<file path="src/rtl/vga_compositor_param.sv">
// vga_compositor_param
//   VGA timing generator with a prioritised multi-layer colour compositor.
//   The pixel tick is one clock in TICK_DIV. The pixel counters advance on that
//   tick, and hsync/vsync are registered so they line up with pixel_x/pixel_y.
//   RGB is registered on the pixel tick from the layer selection for the
//   current position, so RGB shows the previous pixel (one tick of latency).
//   The layer with the lowest index that is visible wins. A position outside
//   the active area gives all zeros.
//
//   Write register window, addressed by port_id relative to PORT_BASE:
//     +0  enable mask     (low NUM_LAYERS bits)
//     +1  blink mask      (low NUM_LAYERS bits)
//     +2  background      bits [7:0]
//     +3  background      bits [3*COLOR_W-1:8]
//
//   Optional feature macro: COMPOSITOR_SHADOW_EN
//     defined   : writes land in shadow registers. These are copied to the
//                 active set in the clock after frame_start.
//     undefined : writes update the active set directly.
//
//   Ports
//     clock, reset (async active-low)
//     in_dato/port_id/write_strobe   register write bus
//     layer_on, layer_rgb            per-layer presence flag and colour
//     hsync, vsync, video_on, p_tick, pixel_x, pixel_y, frame_start, blink, RGB
module vga_compositor_param #(
  parameter int unsigned NUM_LAYERS = 4,
  parameter int unsigned COLOR_W    = 4,
  parameter int unsigned H_ACTIVE   = 640,
  parameter int unsigned H_FP       = 16,
  parameter int unsigned H_SYNC     = 96,
  parameter int unsigned H_BP       = 48,
  parameter int unsigned V_ACTIVE   = 480,
  parameter int unsigned V_FP       = 10,
  parameter int unsigned V_SYNC     = 2,
  parameter int unsigned V_BP       = 33,
  parameter int unsigned TICK_DIV   = 4,
  parameter int unsigned BLINK_HALF = 16666666,
  parameter logic [7:0]  PORT_BASE  = 8'h40
) (
  input  logic                            clock,
  input  logic                            reset,
  input  logic [7:0]                      in_dato,
  input  logic [7:0]                      port_id,
  input  logic                            write_strobe,
  input  logic [NUM_LAYERS-1:0]           layer_on,
  input  logic [NUM_LAYERS*3*COLOR_W-1:0] layer_rgb,
  output logic                            hsync,
  output logic                            vsync,
  output logic                            video_on,
  output logic                            p_tick,
  output logic [9:0]                      pixel_x,
  output logic [9:0]                      pixel_y,
  output logic                            frame_start,
  output logic                            blink,
  output logic [3*COLOR_W-1:0]            RGB
);

  localparam int unsigned RGB_W   = 3 * COLOR_W;
  localparam int unsigned H_TOTAL = H_ACTIVE + H_FP + H_SYNC + H_BP;
  localparam int unsigned V_TOTAL = V_ACTIVE + V_FP + V_SYNC + V_BP;
  localparam int unsigned TICK_W  = $clog2(TICK_DIV);
  localparam int unsigned BLINK_W = (BLINK_HALF > 1) ? $clog2(BLINK_HALF) : 1;

  localparam logic [TICK_W-1:0]  TICK_LAST  = TICK_W'(TICK_DIV - 1);
  localparam logic [BLINK_W-1:0] BLINK_LAST = BLINK_W'(BLINK_HALF - 1);
  localparam logic [9:0]         H_LAST     = 10'(H_TOTAL - 1);
  localparam logic [9:0]         V_LAST     = 10'(V_TOTAL - 1);
  localparam logic [10:0]        H_ACT      = 11'(H_ACTIVE);
  localparam logic [10:0]        HS_START   = 11'(H_ACTIVE + H_FP);
  localparam logic [10:0]        HS_END     = 11'(H_ACTIVE + H_FP + H_SYNC);
  localparam logic [10:0]        V_ACT      = 11'(V_ACTIVE);
  localparam logic [10:0]        VS_START   = 11'(V_ACTIVE + V_FP);
  localparam logic [10:0]        VS_END     = 11'(V_ACTIVE + V_FP + V_SYNC);
  localparam logic [7:0]         ADDR_EN    = PORT_BASE;
  localparam logic [7:0]         ADDR_BM    = PORT_BASE + 8'd1;
  localparam logic [7:0]         ADDR_BG_LO = PORT_BASE + 8'd2;
  localparam logic [7:0]         ADDR_BG_HI = PORT_BASE + 8'd3;

  // Timing state
  logic [TICK_W-1:0]  tick_cnt_q, tick_cnt_d;
  logic               tick_en;
  logic [9:0]         pixel_x_q, pixel_x_d;
  logic [9:0]         pixel_y_q, pixel_y_d;
  logic               h_wrap, v_wrap;
  logic               p_tick_q, p_tick_d;
  logic               frame_start_q, frame_start_d;
  logic               hsync_q, hsync_d;
  logic               vsync_q, vsync_d;
  logic               video_on_c;

  // Blink state
  logic [BLINK_W-1:0] blink_cnt_q, blink_cnt_d;
  logic               blink_wrap;
  logic               blink_q, blink_d;

  // Active register set and write-merge values
  logic [NUM_LAYERS-1:0] en_q, en_d, en_wr, en_src;
  logic [NUM_LAYERS-1:0] bm_q, bm_d, bm_wr, bm_src;
  logic [RGB_W-1:0]      bg_q, bg_d, bg_wr, bg_src;
`ifdef COMPOSITOR_SHADOW_EN
  logic [NUM_LAYERS-1:0] en_sh_q, en_sh_d;
  logic [NUM_LAYERS-1:0] bm_sh_q, bm_sh_d;
  logic [RGB_W-1:0]      bg_sh_q, bg_sh_d;
`endif

  // Compositor
  logic [NUM_LAYERS-1:0] vis;
  logic [RGB_W-1:0]      sel;
  logic                  found;
  logic [RGB_W-1:0]      rgb_q, rgb_d;

  // Pixel tick, counters and sync generation
  always_comb begin
    tick_en       = (tick_cnt_q == TICK_LAST);
    tick_cnt_d    = tick_en ? '0 : tick_cnt_q + TICK_W'(1);
    h_wrap        = (pixel_x_q == H_LAST);
    v_wrap        = (pixel_y_q == V_LAST);
    pixel_x_d     = pixel_x_q;
    pixel_y_d     = pixel_y_q;
    if (tick_en) begin
      pixel_x_d = h_wrap ? '0 : pixel_x_q + 10'd1;
      if (h_wrap) begin
        pixel_y_d = v_wrap ? '0 : pixel_y_q + 10'd1;
      end
    end
    p_tick_d      = tick_en;
    frame_start_d = tick_en & h_wrap & v_wrap;
    // Sync is decoded from the next position, so the registered sync
    // changes on the same edge as the counters.
    hsync_d = !(({1'b0, pixel_x_d} >= HS_START) && ({1'b0, pixel_x_d} < HS_END));
    vsync_d = !(({1'b0, pixel_y_d} >= VS_START) && ({1'b0, pixel_y_d} < VS_END));
    video_on_c = ({1'b0, pixel_x_q} < H_ACT) && ({1'b0, pixel_y_q} < V_ACT);
  end

  // Free-running blink
  always_comb begin
    blink_wrap  = (blink_cnt_q == BLINK_LAST);
    blink_cnt_d = blink_wrap ? '0 : blink_cnt_q + BLINK_W'(1);
    blink_d     = blink_q ^ blink_wrap;
  end

  // Register writes: merge onto the shadow set when it exists, otherwise
  // onto the active set.
  always_comb begin
`ifdef COMPOSITOR_SHADOW_EN
    en_src = en_sh_q;
    bm_src = bm_sh_q;
    bg_src = bg_sh_q;
`else
    en_src = en_q;
    bm_src = bm_q;
    bg_src = bg_q;
`endif
    en_wr = en_src;
    bm_wr = bm_src;
    bg_wr = bg_src;
    if (write_strobe && (port_id == ADDR_EN)) en_wr = in_dato[NUM_LAYERS-1:0];
    if (write_strobe && (port_id == ADDR_BM)) bm_wr = in_dato[NUM_LAYERS-1:0];
    for (int unsigned b = 0; b < RGB_W; b++) begin
      if (b < 8) begin
        if (write_strobe && (port_id == ADDR_BG_LO)) bg_wr[b] = in_dato[b[2:0]];
      end else if (b < 16) begin
        if (write_strobe && (port_id == ADDR_BG_HI)) bg_wr[b] = in_dato[b[2:0]];
      end
    end
`ifdef COMPOSITOR_SHADOW_EN
    en_sh_d = en_wr;
    bm_sh_d = bm_wr;
    bg_sh_d = bg_wr;
    // The copy takes the merged value. A write in the frame_start cycle
    // therefore reaches the active set in that same frame.
    en_d = frame_start_q ? en_wr : en_q;
    bm_d = frame_start_q ? bm_wr : bm_q;
    bg_d = frame_start_q ? bg_wr : bg_q;
`else
    en_d = en_wr;
    bm_d = bm_wr;
    bg_d = bg_wr;
`endif
  end

  // Layer selection: scan upward and keep the first visible layer.
  always_comb begin
    vis   = layer_on & en_q & (~bm_q | {NUM_LAYERS{blink_q}});
    sel   = bg_q;
    found = 1'b0;
    for (int unsigned i = 0; i < NUM_LAYERS; i++) begin
      if (!found && vis[i]) begin
        sel   = layer_rgb[i*RGB_W +: RGB_W];
        found = 1'b1;
      end
    end
    if (!video_on_c) sel = '0;
    rgb_d = tick_en ? sel : rgb_q;
  end

  always_ff @(posedge clock or negedge reset) begin
    if (!reset) begin
      tick_cnt_q    <= '0;
      pixel_x_q     <= '0;
      pixel_y_q     <= '0;
      p_tick_q      <= 1'b0;
      frame_start_q <= 1'b0;
      hsync_q       <= 1'b1;
      vsync_q       <= 1'b1;
      blink_cnt_q   <= '0;
      blink_q       <= 1'b0;
      en_q          <= '1;
      bm_q          <= '0;
      bg_q          <= '0;
      rgb_q         <= '0;
    end else begin
      tick_cnt_q    <= tick_cnt_d;
      pixel_x_q     <= pixel_x_d;
      pixel_y_q     <= pixel_y_d;
      p_tick_q      <= p_tick_d;
      frame_start_q <= frame_start_d;
      hsync_q       <= hsync_d;
      vsync_q       <= vsync_d;
      blink_cnt_q   <= blink_cnt_d;
      blink_q       <= blink_d;
      en_q          <= en_d;
      bm_q          <= bm_d;
      bg_q          <= bg_d;
      rgb_q         <= rgb_d;
    end
  end

`ifdef COMPOSITOR_SHADOW_EN
  always_ff @(posedge clock or negedge reset) begin
    if (!reset) begin
      en_sh_q <= '1;
      bm_sh_q <= '0;
      bg_sh_q <= '0;
    end else begin
      en_sh_q <= en_sh_d;
      bm_sh_q <= bm_sh_d;
      bg_sh_q <= bg_sh_d;
    end
  end
`endif

  always_comb begin
    hsync       = hsync_q;
    vsync       = vsync_q;
    video_on    = video_on_c;
    p_tick      = p_tick_q;
    pixel_x     = pixel_x_q;
    pixel_y     = pixel_y_q;
    frame_start = frame_start_q;
    blink       = blink_q;
    RGB         = rgb_q;
  end

endmodule

</file>
<file path="config.mk">
export PLATFORM = sky130hd
export DESIGN_NAME = vga_compositor_param
export DESIGN_NICKNAME = d
export VERILOG_FILES = /design/src/rtl/vga_compositor_param.sv
export SDC_FILE = /design/constraint.sdc
export NUM_CORES = 1
export LEC_CHECK = 0
export ABC_AREA = 1
export ABC_CLOCK_PERIOD_IN_PS = 4500
export CELL_PAD_IN_SITES_DETAIL_PLACEMENT = 0
export CELL_PAD_IN_SITES_GLOBAL_PLACEMENT = 1
export CORE_MARGIN = 4
export CORE_UTILIZATION = 30
export CTS_BUF_LIST = sky130_fd_sc_hd__clkbuf_16
export CTS_CLUSTER_SIZE = 30
export DETAILED_ROUTE_END_ITERATION = 6
export PLACE_DENSITY = 0.73
export SYNTH_ARGS = -nofsm -noshare
export SYNTH_HDL_FRONTEND = slang
export SYNTH_SLANG_ARGS = --single-unit
</file>
<file path="constraint.sdc">
create_clock -name clock -period 4.5 [get_ports clock]
set_input_delay 1.35 -clock clock [delete_from_list [all_inputs] [get_ports clock]]
set_output_delay 1.35 -clock clock [all_outputs]
set_load 0.03 [all_outputs]
</file>
---- After elaboration in Yosys (flattened, before gate mapping) ----
Index checks and enable logic that the tools add are counted.
operators by class
  magnitude comparators ................... 6
  reduce and logical (&&, ||, !) cells .... 15
  bitwise gates (word level) .............. 7
  multiplexer cells ....................... 15
  add/subtract/negate cells ............... 4
  eq/ne operators ......................... 8
operators by type and width
  operator                                                                              count
  12-bit two-way mux                                                                    5
  10-bit two-way mux                                                                    5
  8-bit by 7-bit == test with 1-bit output, second input constant                       4
  24-bit by 1-bit adder with 24-bit output, second input constant                       1
  24-bit == test, second input constant                                                 1
  24-bit two-way mux                                                                    1
  10-bit by 1-bit adder with 10-bit output, second input constant                       2
  10-bit == test, second input constant                                                 2
  10-bit less-than comparator, second input constant                                    2
  10-bit by 9-bit less-than comparator with 1-bit output, second input constant         2
  10-bit greater-or-equal comparator, second input constant                             1
  10-bit by 9-bit greater-or-equal comparator with 1-bit output, second input constant  1
  1-bit logical AND                                                                     10
  4-bit AND                                                                             2
  1-bit zero test                                                                       5
  4-bit inverter                                                                        1
  4-bit OR                                                                              1
  1-bit two-way mux                                                                     3
  2-bit by 1-bit adder with 2-bit output, second input constant                         1
  1-bit AND                                                                             2
  2-bit == test, second input constant                                                  1
  2-bit two-way mux                                                                     1
  1-bit XOR                                                                             1
storage, ports and cells
  word-level logic and storage cells ...... 69
  output and inout bits ................... 38
  register bits ........................... 83

---- Longest topological paths before layout ----
Gate-level depths: netlist (run 1).
  depth in word-level cells ............... 14
  mapped depth ............................ 12

---- Least setup slack after synthesis (run 1) ----
Ideal clock, no wire load.
  path type ............................... reg2out
  start ................................... register pixel_y_q[6] (netlist: pixel_y[6])
  end ..................................... output port video_on
  buffers on the path ..................... 0
  slack ................................... 2.067 ns
  stages on the path, launching flop included .. 5
  arrival time ............................ 1.083 ns
  path through ............................ dfrtp_1 -> nand2_1 -> inv_1 -> nand3_1 -> and3_1
between the ends
  cells in the longest elaborated chain, start to end .. 2
ends and longest elaborated chain
  element                                                 RTL line  RTL
  from (decl)                                             84        logic [9:0] pixel_y_q, pixel_y_d;
  from (signal assigned)                                  216       pixel_y_q <= pixel_y_d;
  10-bit by 9-bit less-than comparator with 1-bit output  133       video_on_c = ({1'b0, pixel_x_q} < H_ACT) && ({1'b0, pixel_y_q} < V_ACT);
  1-bit logical AND                                       133
  to (decl)                                               50        output logic video_on,
Every way passes these cells.

---- Worst setup path in the final report (run 1) ----
Same ends and word-level chain as after synthesis.

==> results of run 1 <==
[area by class of cell]
type                    count  area (sq um)  share of cell area, %
clock buffers               9         225.2                  3.596
clock inverters             7         38.79                 0.6194
inverters                  91         341.6                  5.455
multi-input cells         455          2222                  35.48
flip-flops and latches     83          2085                  33.29
well taps                 211         264.0                  4.216
repair buffers            109          1086                  17.34
[cell families after synthesis]
family                     share of synthesized area (%)
muxes                                             0.2378
DFF                                                44.02
buffers and inverters                              9.062
AOI/OAI and AO/OA                                  10.78
adders and majority gates                          1.585
and+or+nand+nor                                    31.92
xor gates and xnor gates                           2.404
[registers in the layout, indices dropped and copies added, names as in the netlist]
register / count
blink_cnt_q: 24
RGB: 12
bg_q: 12
pixel_x: 10
pixel_y: 10
bm_q: 4
en_q: 4
tick_cnt_q: 2
blink: 1
frame_start: 1
hsync: 1
p_tick: 1
vsync: 1
[Yosys cell counts (2+ instances only)]
cell type	number	share of area (%)
nand2_1	167	13
inv_1	84	6.7
nor2_1	78	6.2
dfrtp_1	77	41
o21ai_0	48	5.1
nand3_1	26	2.7
nand4_1	19	2.5
nor3_1	15	1.6
o21ai_1	15	1.6
a31oi_1	13	1.7
xor2_1	10	1.8
nor2_2	9	1.2
a21oi_1	8	0.85
buf_2	7	0.74
inv_2	7	0.55
nor4_1	7	0.92
dfstp_2	6	3.3
ha_1	6	1.6
clkbuf_1	5	0.40
nand2_2	5	0.66
buf_6	3	0.71
nand3_2	3	0.63
xnor2_1	3	0.55
and3_1	2	0.26
nand3b_1	2	0.32
nor2_4	2	0.48
nor3b_1	2	0.32
o21bai_1	2	0.32
[path summary, 6_finish.rpt]
check | endpoint | slack, ns
hold / removal | tick_cnt_q[0] | 0.42
setup reg to reg | vsync | 2.16
setup / recovery | video_on | 1.21
hold reg to reg | tick_cnt_q[0] | 0.42
min in group asynchronous | pixel_x[8] | 1.08
max in group asynchronous | en_q[1] | 2.53
[worst reg2reg max path: stages (launching register included)]
cell     delay (ns)
dfrtp_1        0.34
ha_1           0.57
inv_1          0.49
nor2_4         0.35
nand2_1        0.11
xor2_1         0.16
nor2_1         0.11
nand3_1        0.12
[metrics by stage]
step | instances | utilization (%) | total power (uW)
2_1_floorplan | 644 | - | 863.7
3_3_place_gp | 949 | 39.17 | 987.2
3_5_place_dp | 949 | 39.17 | 989.3
4_1_cts | 965 | 40.89 | 1670
5_1_grt | 965 | 40.89 | 1718
6_report | 965 | 40.89 | 1638
[layer usage]
metal	track usage, %	up-vias	share of wire (%)
met2	26.07	151	46
met1	21.46	2111	46
met5	0	-	0
li1	-	2281	-
met4	7.086	0	2.7
met3	3.059	24	5.9
[power groups by stage]
stage	registers [uW]	clock network (uW)	logic [uW]
final	783	664	191
after floorplan	818	0	45.5
after detailed placement	797	0	192
after CTS	783	694	193
after global routing	785	726	208
after global placement	796	0	191
==> results.sh, run 1 <==
export IMPL_grt_usage_pct=16.26
export IMPL_viasPerCell=4.733
export IMPL_fmaxAchievable_mhz=304.2
export IMPL_place_area_sq_mm=0.005998
export IMPL_min_path_type="register to register"
export IMPL_post_dp_hpwl_um=10760
export IMPL_outcome="complete, no violations"
export IMPL_slew_viol_final=0
export IMPL_place_worst_setup_slack_ns=1.110
export IMPL_synth_enable_flop_cells=0
export IMPL_slew_headroom_pct=46.38
export IMPL_cp_data_arrival_time_ns=1.94
export IMPL_hold_depth=1
export IMPL_htree_num_levels=3
export IMPL_syn_nets=721
export IMPL_area_delta_synth_final_pct=32.23
export IMPL_synth_seq_area_share_pct=44.02
export IMPL_cts_tree="done"
export IMPL_whs_ns=0.4235
export IMPL_drive_above_1_share_pct=7.427
export IMPL_postCtsResizedCells=0
export IMPL_powerDensity_mw_per_mm2=261.5
export IMPL_required_ns=3.15
export IMPL_grt_pass1_vias=4625
export IMPL_synth_distinct_cells=41
export IMPL_worstPathMaxFanout=6
export IMPL_antenna_found_initial=0
export IMPL_synth_area_sq_mm=0.004736
export IMPL_cp_top_family="buffers and inverters"
export IMPL_rr_worst_depth=7
export IMPL_grt_pass1_wl_um=23130
export IMPL_first_pass_iters=6
export IMPL_async_flop_share_pct=100.0
export IMPL_critPathMaxStageDelay_ns=0.69
export IMPL_drc=0
export IMPL_core_area_sq_mm=0.01531
export IMPL_synthCells=644
export IMPL_drtIter0Drc=370
export IMPL_intPower_uw=1232
export IMPL_routed_wl_um=13790
export IMPL_path_cells="nand2_1, inv_1, nand3_1, and3_1, clkdlybuf4s50_1"
export IMPL_cts_hold_buf=0
export IMPL_clk_latency_ns=0.35
export IMPL_clkPwrFrac_pct=40.5
export IMPL_fillers=1613
export IMPL_power_switching_uw=406.2
export IMPL_tns_ns=0
export IMPL_crit_path_start="pixel_y[6]"
export IMPL_p_sw_share_pct=24.80
export IMPL_irDropWorstVdd_mv=0.1798
export IMPL_postCtsSetupBuffers=0
export IMPL_power_frac_seq_pct=47.8
export IMPL_fp_dieArea_sq_mm=0.01786
export IMPL_hold_start="tick_cnt_q[0]"
export IMPL_root_buffer="clkbuf_16"
export IMPL_combPwrFrac_pct=11.6
export IMPL_routabilityCongestion=0.9549
export IMPL_io_buffers=108
export IMPL_critPathKind="register to output port"
export IMPL_r2r_start="tick_cnt_q[0]"
export IMPL_die_y_um=133.6
export IMPL_n_antenna_cell=0
export IMPL_power_leakage_uw=0.002873
export IMPL_synth_seq_cells=83
export IMPL_worst_path_stages=5
export IMPL_finalSetupViolCount=0
export IMPL_skew_ns=0.01018
export IMPL_num_vias=4567
export IMPL_critPathBufInv=2
export IMPL_fin_crit_ns=3.288
export IMPL_cap_viol_max_count=0
export IMPL_yosysWarnings=0
export IMPL_rsz0062_at_grt="no"
export IMPL_gr_total_overflow=0
export IMPL_io_pins=109
export IMPL_grt_max_degree=62
export IMPL_syn_avg_cell_area_sq_um=7.354
export IMPL_cts_clk_slew_worst_paths_ns=0.06
export IMPL_hold_viol_final=0
export IMPL_postRouteAntennaNets=0
export IMPL_start_util_pct=30.92
export IMPL_final_nets=826
export IMPL_period_share_pct=73.06
export IMPL_setup_ws_ns=1.212
export IMPL_fin_area_sq_mm=0.006262
export IMPL_crit_path_top_delay_cell="clkdlybuf4s50_1"
export IMPL_wl_per_cell_um=14.29
export IMPL_cts_buffers=9
export IMPL_cts_max_path_buffers=2
export IMPL_final_common_cell="nand2_1"
export IMPL_crit_path_end_kind="output port"
export IMPL_mostFrequentLayoutCells="nand2_1 (167), clkdlybuf4s50_1 (107), inv_1 (86)"
export IMPL_dieWidth_um=133.6
export IMPL_start_kind="register"
export IMPL_tightest_slew_ns=0.8042
export IMPL_synth_ff_type="dfrtp_1"
export IMPL_num_rows=45
export IMPL_clock_sinks=83
(Power assumes the default switching activity.)
==> run 2, diff against run 1 <==
ABC_CLOCK_PERIOD_IN_PS = 3220   (was 4500)
clock period = 3.22 ns   (was 4.5 ns; I/O delays follow)
==> results.sh, run 2 (synthesis gave the netlist of run 1 again) <==
export IMPL_num_rows=45
export IMPL_core_area_sq_mm=0.01531
export IMPL_gr_total_overflow=0
export IMPL_path_cells="nand2_1, inv_1, nand3_1, and3_1, clkdlybuf4s50_1"
export IMPL_routabilityCongestion=0.9469
export IMPL_n_antenna_cell=0
export IMPL_routed_wl_um=13660
export IMPL_postRouteAntennaNets=0
export IMPL_viasPerCell=4.682
export IMPL_powerDensity_mw_per_mm2=374.6
export IMPL_crit_path_top_delay_cell="clkdlybuf4s50_1"
export IMPL_grt_use_met2_pct=25.28
export IMPL_root_buffer="clkbuf_16"
export IMPL_met3_usage_pct=4.192
export IMPL_critPathMaxStageDelay_ns=0.69
export IMPL_htree_num_levels=3
export IMPL_antenna_found_initial=0
export IMPL_dieWidth_um=133.6
export IMPL_fmaxAchievable_mhz=342.6
export IMPL_post_dp_hpwl_um=10770
export IMPL_postCtsSetupBuffers=0
export IMPL_tightest_slew_ns=0.6120
export IMPL_busiest_layer="met2"
export IMPL_largest_register_ffs=24
export IMPL_layout_area_seq_sq_mm=0.002085
export IMPL_clk_latency_ns=0.35
export IMPL_io_pins=109
export IMPL_grt_max_degree=44
export IMPL_start_util_pct=30.92
export IMPL_first_pass_iters=5
export IMPL_drtIter0Drc=333
export IMPL_slew_viol_final=0
export IMPL_fillers=1584
export IMPL_fp_dieArea_sq_mm=0.01786
export IMPL_start_kind="register"
export IMPL_fin_crit_ns=2.919
export IMPL_regMostFlops="blink_cnt_q"
export IMPL_area_delta_synth_final_pct=33.61
export IMPL_drc=0
export IMPL_outcome="complete, no violations"
export IMPL_skew_ns=0.01088
export IMPL_hold_viol_final=0
export IMPL_irDropWorstVdd_mv=0.2530
export IMPL_place_worst_setup_slack_ns=0.4194
export IMPL_drive_above_1_share_pct=7.784
export IMPL_final_nets=830
export IMPL_power_switching_uw=569.1
export IMPL_cap_viol_max_count=0
export IMPL_required_ns=2.25
export IMPL_intPower_uw=1801
export IMPL_cp_data_arrival_time_ns=1.95
export IMPL_die_y_um=133.6
export IMPL_crit_path_end_kind="output port"
export IMPL_worstPathMaxFanout=6
export IMPL_cts_hold_buf=0
export IMPL_clock_sinks=83
export IMPL_slew_headroom_pct=59.15
export IMPL_min_path_type="register to register"
export IMPL_multi_input_area_sq_mm=0.002222
export IMPL_critPathKind="register to output port"
export IMPL_io_buffers=108
export IMPL_power_leakage_uw=0.002902
export IMPL_grt_usage_pct=15.77
export IMPL_place_area_sq_mm=0.006041
export IMPL_finalSetupViolCount=0
export IMPL_power_frac_seq_pct=46.2
export IMPL_grt_pass1_vias=4475
export IMPL_rsz0062_at_grt="no"
export IMPL_cts_tree="done"
export IMPL_grt_pass1_wl_um=22510
export IMPL_combPwrFrac_pct=11.3
export IMPL_p_sw_share_pct=24.01
export IMPL_mostFrequentLayoutCells="nand2_1 (167), clkdlybuf4s50_1 (107), inv_1 (86)"
export IMPL_postCtsResizedCells=0
export IMPL_finalPower_uw=2370
export IMPL_fin_area_sq_mm=0.006327
export IMPL_use_met1_pct=20.76
export IMPL_cts_clk_slew_worst_paths_ns=0.06
export IMPL_num_vias=4537
export IMPL_wl_per_cell_um=14.09
export IMPL_tns_ns=0
export IMPL_final_common_cell="nand2_1"
export IMPL_clkPwrFrac_pct=42.5
export IMPL_cts_buffers=9
export IMPL_period_share_pct=90.66
export IMPL_cts_max_path_buffers=2
export IMPL_setup_ws_ns=0.3009
run 2: final cells by class:
type,count,area share (%)
well taps,211,4.172
multi-input cells,455,35.12
clock inverters,7,0.9690
clock buffers,9,3.559
repair buffers,113,17.84
flip-flops and latches,83,32.94
inverters,91,5.398
run 2: path summary, 6_finish.rpt:
check                         startpoint            end  slack [ns]  depth (start not counted)
setup / recovery              pixel_y[6]       video_on        0.30                          5
hold / removal             tick_cnt_q[0]  tick_cnt_q[0]        0.44                          1
setup reg to reg              pixel_x[0]          vsync        1.08                          9
hold reg to reg            tick_cnt_q[0]  tick_cnt_q[0]        0.44                          1
max in group asynchronous          reset        en_q[2]        1.93                          2
min in group asynchronous          reset     pixel_x[7]        0.60                          1
run 2: power groups by stage:
stage | combinational [uW] | clock [uW] | sequential [uW]
6_report | 269 | 1010 | 1090
3_3_place_gp | 270 | 0 | 1110
4_1_cts | 272 | 1040 | 1090
5_1_grt | 293 | 1090 | 1100
3_5_place_dp | 271 | 0 | 1110
2_1_floorplan | 63.5 | 0 | 1140
run 2: critical path, delay by kind of cell (launching register included):
family / cells / cell delay [ns]
buffers and inverters: 2 / 0.76
DFF: 1 / 0.46
and+or+nand+nor: 3 / 0.38
run 2: metrics by stage:
stage,utilization (%),std cells,hold slack [ns]
finish,41.32,969,0.4411
global route,41.32,969,0.4844
CTS,41.32,969,0.4471
detailed placement,39.44,953,0.4174
global placement,39.44,953,0.4139
floorplan,-,644,0.4031
run 2: routing by layer:
| metal | vias to the layer above | part of all wire [%] | routed length (um) |
|---|---|---|---|
| met5 | - | 0 | 0 |
| met1 | 2090 | 46 | 6344 |
| met3 | 19 | 5.5 | 746 |
| met4 | 0 | 1.9 | 263 |
| li1 | 2289 | - | - |
| met2 | 139 | 46 | 6300 |
